### config.mk
export PLATFORM = sky130hd
export DESIGN_NAME = vx_tcu_drl_align_acc
export DESIGN_NICKNAME = d
export VERILOG_FILES = /design/src/rtl/vx_tcu_drl_pkg.sv /design/src/rtl/vx_tcu_drl_align_shift.sv /design/src/rtl/vx_tcu_drl_align_acc.sv
export SDC_FILE = /design/constraint.sdc
export NUM_CORES = 2
export LEC_CHECK = 0
export BUFFER_PORTS_ARGS = -buffer_cell sky130_fd_sc_hd__buf_2
export CORE_UTILIZATION = 33
export DETAILED_ROUTE_END_ITERATION = 7
export GPL_ROUTABILITY_DRIVEN = 0
export SYNTH_ARGS = -nofsm -noshare
export SYNTH_HDL_FRONTEND = slang
export SYNTH_SLANG_ARGS = --single-unit
export TNS_END_PERCENT = 5
### constraint.sdc
create_clock -name clk -period 26.3 [get_ports clk]
set_input_delay 5.26 -clock clk [delete_from_list [all_inputs] [get_ports clk]]
set_output_delay 5.26 -clock clk [all_outputs]
set_load 0.05 [all_outputs]
### src/rtl/vx_tcu_drl_pkg.sv
// vx_tcu_drl_pkg: shared exception codes, fp32 field widths and output sizing for the DRL align/accumulate stage
package vx_tcu_drl_pkg;
   localparam logic [1:0] EXC_NONE = 2'b00;
   localparam logic [1:0] EXC_INF  = 2'b01;
   localparam logic [1:0] EXC_NAN  = 2'b10;
   localparam int FP32_EXP_W  = 8;
   localparam int FP32_FRAC_W = 23;
   localparam int FP32_SIG_W  = FP32_FRAC_W + 1;
   localparam int INT_LANE_W  = 25;
   function automatic int ACC_OUT_W(input int n, input int w);
      return w + $clog2(n) + 1;
   endfunction
endpackage

### src/rtl/vx_tcu_drl_align_shift.sv
// vx_tcu_drl_align_shift: aligns one operand to the common exponent, keeps a sticky bit when VX_TCU_DRL_STICKY_EN is defined, then applies its sign
module vx_tcu_drl_align_shift #(
   parameter int W  = 53,
   parameter int AW = 57
) (
   input  logic [W-1:0]  sig,
   input  logic [7:0]    diff,
   input  logic          neg,
   output logic [AW-1:0] val
);
   localparam logic [7:0] W8 = 8'(W);
   logic          big;
   logic [W-1:0]  sh;
   logic [AW-1:0] mag;
   // right shift by the exponent gap; a gap of W or more leaves nothing
   always_comb begin
      big = diff >= W8;
      sh  = big ? '0 : sig >> diff;
`ifdef VX_TCU_DRL_STICKY_EN
      sh[0] = sh[0] | (big ? (|sig) : (|(sig & ~({W{1'b1}} << diff))));
`endif
      mag = {{(AW-W){1'b0}}, sh};
      val = neg ? -mag : mag;
   end
endmodule

### src/rtl/vx_tcu_drl_align_acc.sv
// vx_tcu_drl_align_acc: 3-stage elastic align-and-accumulate of N-1 products plus C; VX_TCU_DRL_STICKY_EN keeps shifted-out bits as sticky
module vx_tcu_drl_align_acc
   import vx_tcu_drl_pkg::*;
#(
   parameter int N  = 5,
   parameter int W  = 53,
   parameter int PW = 22
) (
   input  logic                       clk,
   input  logic                       reset,
   input  logic                       valid_in,
   output logic                       ready_in,
   input  logic                       fmt_sel_in,
   input  logic [N-2:0]               prod_sign,
   input  logic [(N-1)*8-1:0]         prod_exp,
   input  logic [(N-1)*PW-1:0]        prod_sig,
   input  logic [N-2:0]               prod_inf,
   input  logic [N-2:0]               prod_nan,
   input  logic [31:0]                c_val,
   output logic                       valid_out,
   input  logic                       ready_out,
   output logic [7:0]                 max_exp,
   output logic [ACC_OUT_W(N,W)-1:0]  acc_sig,
   output logic [6:0]                 hi_c,
   output logic [N-2:0]               sig_signs,
   output logic                       fmt_sel,
   output logic [2:0]                 exceptions
);
   localparam int M  = N - 1;
   localparam int AW = ACC_OUT_W(N, W);
   localparam int LO = W - INT_LANE_W;

   logic v1, v2, v3, en1, en2, en3;
   assign en3       = ~v3 | ready_out;
   assign en2       = ~v2 | en3;
   assign en1       = ~v1 | en2;
   assign ready_in  = en1;
   assign valid_out = v3;

   logic                  c_inf, c_nan, pos_inf, neg_inf, any_nan;
   logic [2:0]            exc_d;
   logic [FP32_EXP_W-1:0] c_exp;
   // classify C and the products into the fp exception code; int mode never raises one
   always_comb begin
      c_exp   = c_val[FP32_FRAC_W +: FP32_EXP_W];
      c_inf   = (&c_exp) & ~(|c_val[FP32_FRAC_W-1:0]);
      c_nan   = (&c_exp) & (|c_val[FP32_FRAC_W-1:0]);
      any_nan = (|prod_nan) | c_nan;
      pos_inf = (|(prod_inf & ~prod_sign)) | (c_inf & ~c_val[31]);
      neg_inf = (|(prod_inf & prod_sign)) | (c_inf & c_val[31]);
      exc_d   = fmt_sel_in ? {1'b0, EXC_NONE} : (any_nan | (pos_inf & neg_inf)) ? {1'b0, EXC_NAN} : (pos_inf | neg_inf) ? {neg_inf, EXC_INF} : {1'b0, EXC_NONE};
   end

   logic                  f1;
   logic [M-1:0]          sn1;
   logic [M*8-1:0]        pe1;
   logic [M*PW-1:0]       pg1;
   logic [31:0]           c1;
   logic [FP32_SIG_W-1:0] cs1;
   logic [2:0]            x1;
   // stage 1: capture operands, C significand flushed to zero when its exponent is zero
   always_ff @(posedge clk) begin
      if (reset) begin
         v1 <= 1'b0; f1 <= 1'b0; sn1 <= '0; pe1 <= '0; pg1 <= '0; c1 <= '0; cs1 <= '0; x1 <= '0;
      end else begin
         if (en1) v1 <= valid_in;
         if (en1 & valid_in) begin
            f1  <= fmt_sel_in;
            sn1 <= prod_sign;
            pe1 <= prod_exp;
            pg1 <= prod_sig;
            c1  <= c_val;
            cs1 <= (c_exp == '0) ? '0 : {1'b1, c_val[FP32_FRAC_W-1:0]};
            x1  <= exc_d;
         end
      end
   end

   logic [7:0]   e  [N];
   logic [W-1:0] pl [N];
   logic [7:0]   mx;
   // common exponent and each operand placed at its pre-shift position (int lanes sit at the top fraction bits)
   always_comb begin
      for (int i = 0; i < M; i++) begin
         e[i]  = pe1[i*8 +: 8];
         pl[i] = f1 ? {INT_LANE_W'(pg1[i*PW +: PW]), {LO{1'b0}}} : (e[i] == '0) ? '0 : {pg1[i*PW +: PW], {(W-PW){1'b0}}};
      end
      e[M]  = c1[FP32_FRAC_W +: FP32_EXP_W];
      pl[M] = f1 ? {c1[INT_LANE_W-1:0], {LO{1'b0}}} : {1'b0, cs1, {LO{1'b0}}};
      mx = '0;
      for (int i = 0; i < N; i++) mx = (e[i] > mx) ? e[i] : mx;
      mx = f1 ? '0 : mx;
   end

   logic           f2;
   logic [M-1:0]   sn2;
   logic [6:0]     hc2;
   logic [2:0]     x2;
   logic [7:0]     mx2;
   logic [W-1:0]   pl2 [N];
   logic [7:0]     d2  [N];
   logic [N-1:0]   n2;
   // stage 2: register the alignment distance and sign of every operand
   always_ff @(posedge clk) begin
      if (reset) begin
         v2 <= 1'b0; f2 <= 1'b0; sn2 <= '0; hc2 <= '0; x2 <= '0; mx2 <= '0; n2 <= '0;
         for (int i = 0; i < N; i++) begin
            pl2[i] <= '0;
            d2[i]  <= '0;
         end
      end else begin
         if (en2) v2 <= v1;
         if (en2 & v1) begin
            f2  <= f1;
            sn2 <= sn1;
            hc2 <= c1[31:25];
            x2  <= x1;
            mx2 <= mx;
            n2  <= f1 ? '0 : {c1[31], sn1};
            for (int i = 0; i < N; i++) begin
               pl2[i] <= pl[i];
               d2[i]  <= f1 ? '0 : mx - e[i];
            end
         end
      end
   end

   logic [AW-1:0] a [N];
   logic [AW-1:0] sum;
   for (genvar i = 0; i < N; i++) begin : g_shift
      vx_tcu_drl_align_shift #(.W(W), .AW(AW)) u_shift (.sig(pl2[i]), .diff(d2[i]), .neg(n2[i]), .val(a[i]));
   end
   // two's-complement reduction of the aligned operands
   always_comb begin
      sum = '0;
      for (int i = 0; i < N; i++) sum = sum + a[i];
   end

   // stage 3: output register, held while the downstream stalls
   always_ff @(posedge clk) begin
      if (reset) begin
         v3 <= 1'b0; max_exp <= '0; acc_sig <= '0; hi_c <= '0; sig_signs <= '0; fmt_sel <= 1'b0; exceptions <= '0;
      end else begin
         if (en3) v3 <= v2;
         if (en3 & v2) begin
            max_exp    <= mx2;
            acc_sig    <= sum;
            hi_c       <= hc2;
            sig_signs  <= sn2;
            fmt_sel    <= f2;
            exceptions <= x2;
         end
      end
   end
endmodule

==> impl_results.md <==
* Status: finished with violations
* Failing checks: design-rule violations
* Row cnt at 134
* Core ar. at 133000 um2
* Total GRT Usage at 24.3%
* Peak supply drop at 54.3 uV
* DR WL/cell at 23.6 um
* CP Capture Type: output pin
* Critical Path Source Type: input port
* Hold Vio Cnt, Final at 0
* Share of the synthesized area in the top cell type at 13.3%
* Global-route wire length before repair at 256000 um
* Post-DP HPWL at 135000 um
* Final setup vio count at 0
* Period utilisation layout at 44.8%
* TritonCTS Buffers at 50
* Via count at 44522
* Antenna Cells at 0
* IO Pins at 251
* DRC violations left at 3
* Hold Slack at 447 ps
* Synth warnings at 0
* Final slew viol count at 0
* Worst hold path class: reg2reg
* Initial Utilization at 33.3%
* Remaining antenna violation count at 0
* Post-synthesis cell area at 44400 um2
* Top_reg_cell synth: dfxtp_1
* Worst endpoint required time at 21040 ps
* Least-Margin Pin Slew at 1410 ps
* Slew Limit Headroom at 4.95%
* DRT iter0 DRCs at 6219
* Layout filler cell count at 13952
* Max cap viols at 0
* Skew final at 79.3 ps
* Pre-CTS WS at 14550 ps
* Crit path max fanout at 7
* Max Root-Sink Buffers at 3
* Die Y at 369 um
* Via count of the first global-routing pass at 40257
* Yosys cell types at 110
* Critical path class: in2out
* Number of flops mapped to enable cells by yosys at 165
* Area of placed instances at 46900 um2
* Crit path time final at 11770 ps
* CP cell instances: buf_2, nor2b_1, nand3_1, buf_2
* Slowest stage delay, CP at 560 ps
* Final std cells w/o fill at 7311
* CTS tree: yes
* Reg area at 10900 um2
* Yosys top cell by area: dfxtp_1
* Post-CTS sizing at 0
* Top post-synthesis cells by area: dfxtp_1, edfxtp_1, fa_1
* DRT Pass-1 Iters at 8
* Setup TNS at 0 ps
* Antenna violations before repair at 6
* CTS root buf: clkbuf_16
* Yosys reg bits at 460
* Leak at 19.1 nW
* Clk sink count at 460
* Worst-path clk slew at 60 ps
* Port Buffer Count at 250
* Final Power at 4.07 mW
* Post-DR vias/cell at 6.09
* Post-CTS setup buffer count at 0
* Total Nets Final at 5972
* F_max at 0.0850 GHz
* Syn Nets at 5980
* Syn avg cell area at 8.05 um2
* Ys async rst share at 0%
* Proportion of layout cells with a drive suffix above 1 at 11.0%
* Detailed Route WL at 172000 um
* # H-tree levels at 2
* Dpl cells at 7218
* Fin util at 36.4%
* Grt ovf at 0
* Fin area at 48600 um2
* Clk_lat worst skew at 680 ps
* Die Area at 136000 um2
* RSZ-0062 raised after global routing: false
* Multi-input gate area at 31500 um2
* PwrDens at 83.7 nW/um2
* CTS Hold Bufs at 0
* Sequential fraction of the synthesis area at 24.5%
* Mapped Cells at 5510
* Setup ws final at 14530 ps
* Area grow syn2layout at 9.57%
* Cell mode on critical path: buf_2
* CP max stage cell: nor2b_1
* Largest net degree at the start of global routing at 112
* Die W at 369 um
* Worst EP arrival at 6510 ps
[cell type report]
class                           count  share of cell area, %
Sequential cell                   460                   22.3
Clock inverter                     24                  0.533
Tap cell                         1768                   4.55
Inverter                          142                   1.11
Clock buffer                       69                   2.97
Multi-Input combinational cell   4528                   64.8
Timing Repair Buffer              320                   3.67
[cell usage in the layout (no fill, tap or decap), types with 27 or more instances in the layout]
cell type / count
and3_1: 38
buf_4: 70
nor4_1: 36
buf_2: 249
a22oi_1: 53
ha_1: 129
mux2i_1: 179
nor3_1: 119
o22a_1: 41
o21a_1: 28
a211oi_1: 50
xor2_1: 109
o21ai_0: 262
nand2b_1: 45
a221oi_1: 27
clkbuf_16: 52
a21o_1: 111
xnor2_1: 175
mux4_2: 44
or2_2: 36
o221ai_1: 50
nor2_1: 424
nand2_1: 850
nand3_1: 118
mux2_2: 49
o31ai_1: 53
inv_1: 133
a31oi_1: 32
or3_1: 37
nor2b_1: 27
o22ai_1: 151
dfxtp_1: 294
o211ai_1: 39
a21oi_1: 493
nand4_1: 28
a22o_1: 127
fa_1: 172
and2_1: 45
edfxtp_1: 165
[worst paths after layout]
kind / slack, ps / endpoint / start / cells after the start
worst min register to register: 450 / acc_sig[49] / acc_sig[49] / 2
worst min-delay path: 450 / acc_sig[49] / acc_sig[49] / 2
worst max-delay path: 14530 / ready_in / ready_out / 4
worst max register to register: 15820 / acc_sig[53] / d2[0][7] / 30
[worst max-delay path: cells and delay by family]
family	cells	cell delay, ps
AND/OR/NAND/NOR	2	860
buffers and inverters	2	390
[power breakdown]
group | internal [mW] | switching, mW | leakage (nW) | total, mW
combinational | 0.878 | 1.61 | 14.1 | 2.48
clock | 0.417 | 0.319 | 0.829 | 0.736
sequential | 0.795 | 0.0577 | 4.19 | 0.852
[state kept, by name, indices dropped and copies added (netlist names), 4 cells and up]
signal / cells
sn1: 4
sn2: 4
mx2: 8
c1: 32
acc_sig: 57
hc2: 7
pg1: 88
pe1: 32
d2: 40
cs1: 24
sig_signs: 4
hi_c: 7
max_exp: 8
n2: 5
pl2: 125
[synthesized netlist by cell type (all sizes together) (16+ instances only)]
cell type / number
a211o: 16
a211oi: 51
a21o: 111
a21oi: 498
a221oi: 27
a22o: 127
a22oi: 53
a31oi: 33
and2: 48
and3: 38
buf: 80
clkbuf: 300
dfxtp: 295
edfxtp: 165
fa: 172
ha: 129
inv: 135
mux2: 49
mux2i: 183
mux4: 44
nand2: 851
nand2b: 46
nand3: 118
nand3b: 18
nand4: 29
nor2: 426
nor2b: 28
nor3: 120
nor3b: 19
nor4: 41
o211ai: 39
o21a: 28
o21ai: 272
o221ai: 50
o22a: 41
o22ai: 151
o31ai: 54
or2: 37
or3: 39
xnor2: 176
xor2: 109
[cell families after synthesis]
kind of cell / synth area share, %
buffers and inverters: 4.69
AO/OA/AOI/OAI: 26.0
XOR/XNOR: 5.69
flip-flops: 24.5
multiplexers: 7.66
adder cells (fa/ha/maj): 11.4
AND/OR/NAND/NOR: 20.1
[layer usage]
metal	track usage [%]	vias to the layer above	share of wire [%]	wire length, um
met5	0.214	-	0.021	37
met2	36.2	2697	42	72400
li1	-	20249	-	-
met3	5.61	534	11	18300
met1	32.9	21040	41	71400
met4	11.8	2	5.9	10100
Note: power is estimated with default switching activity, not from simulation.
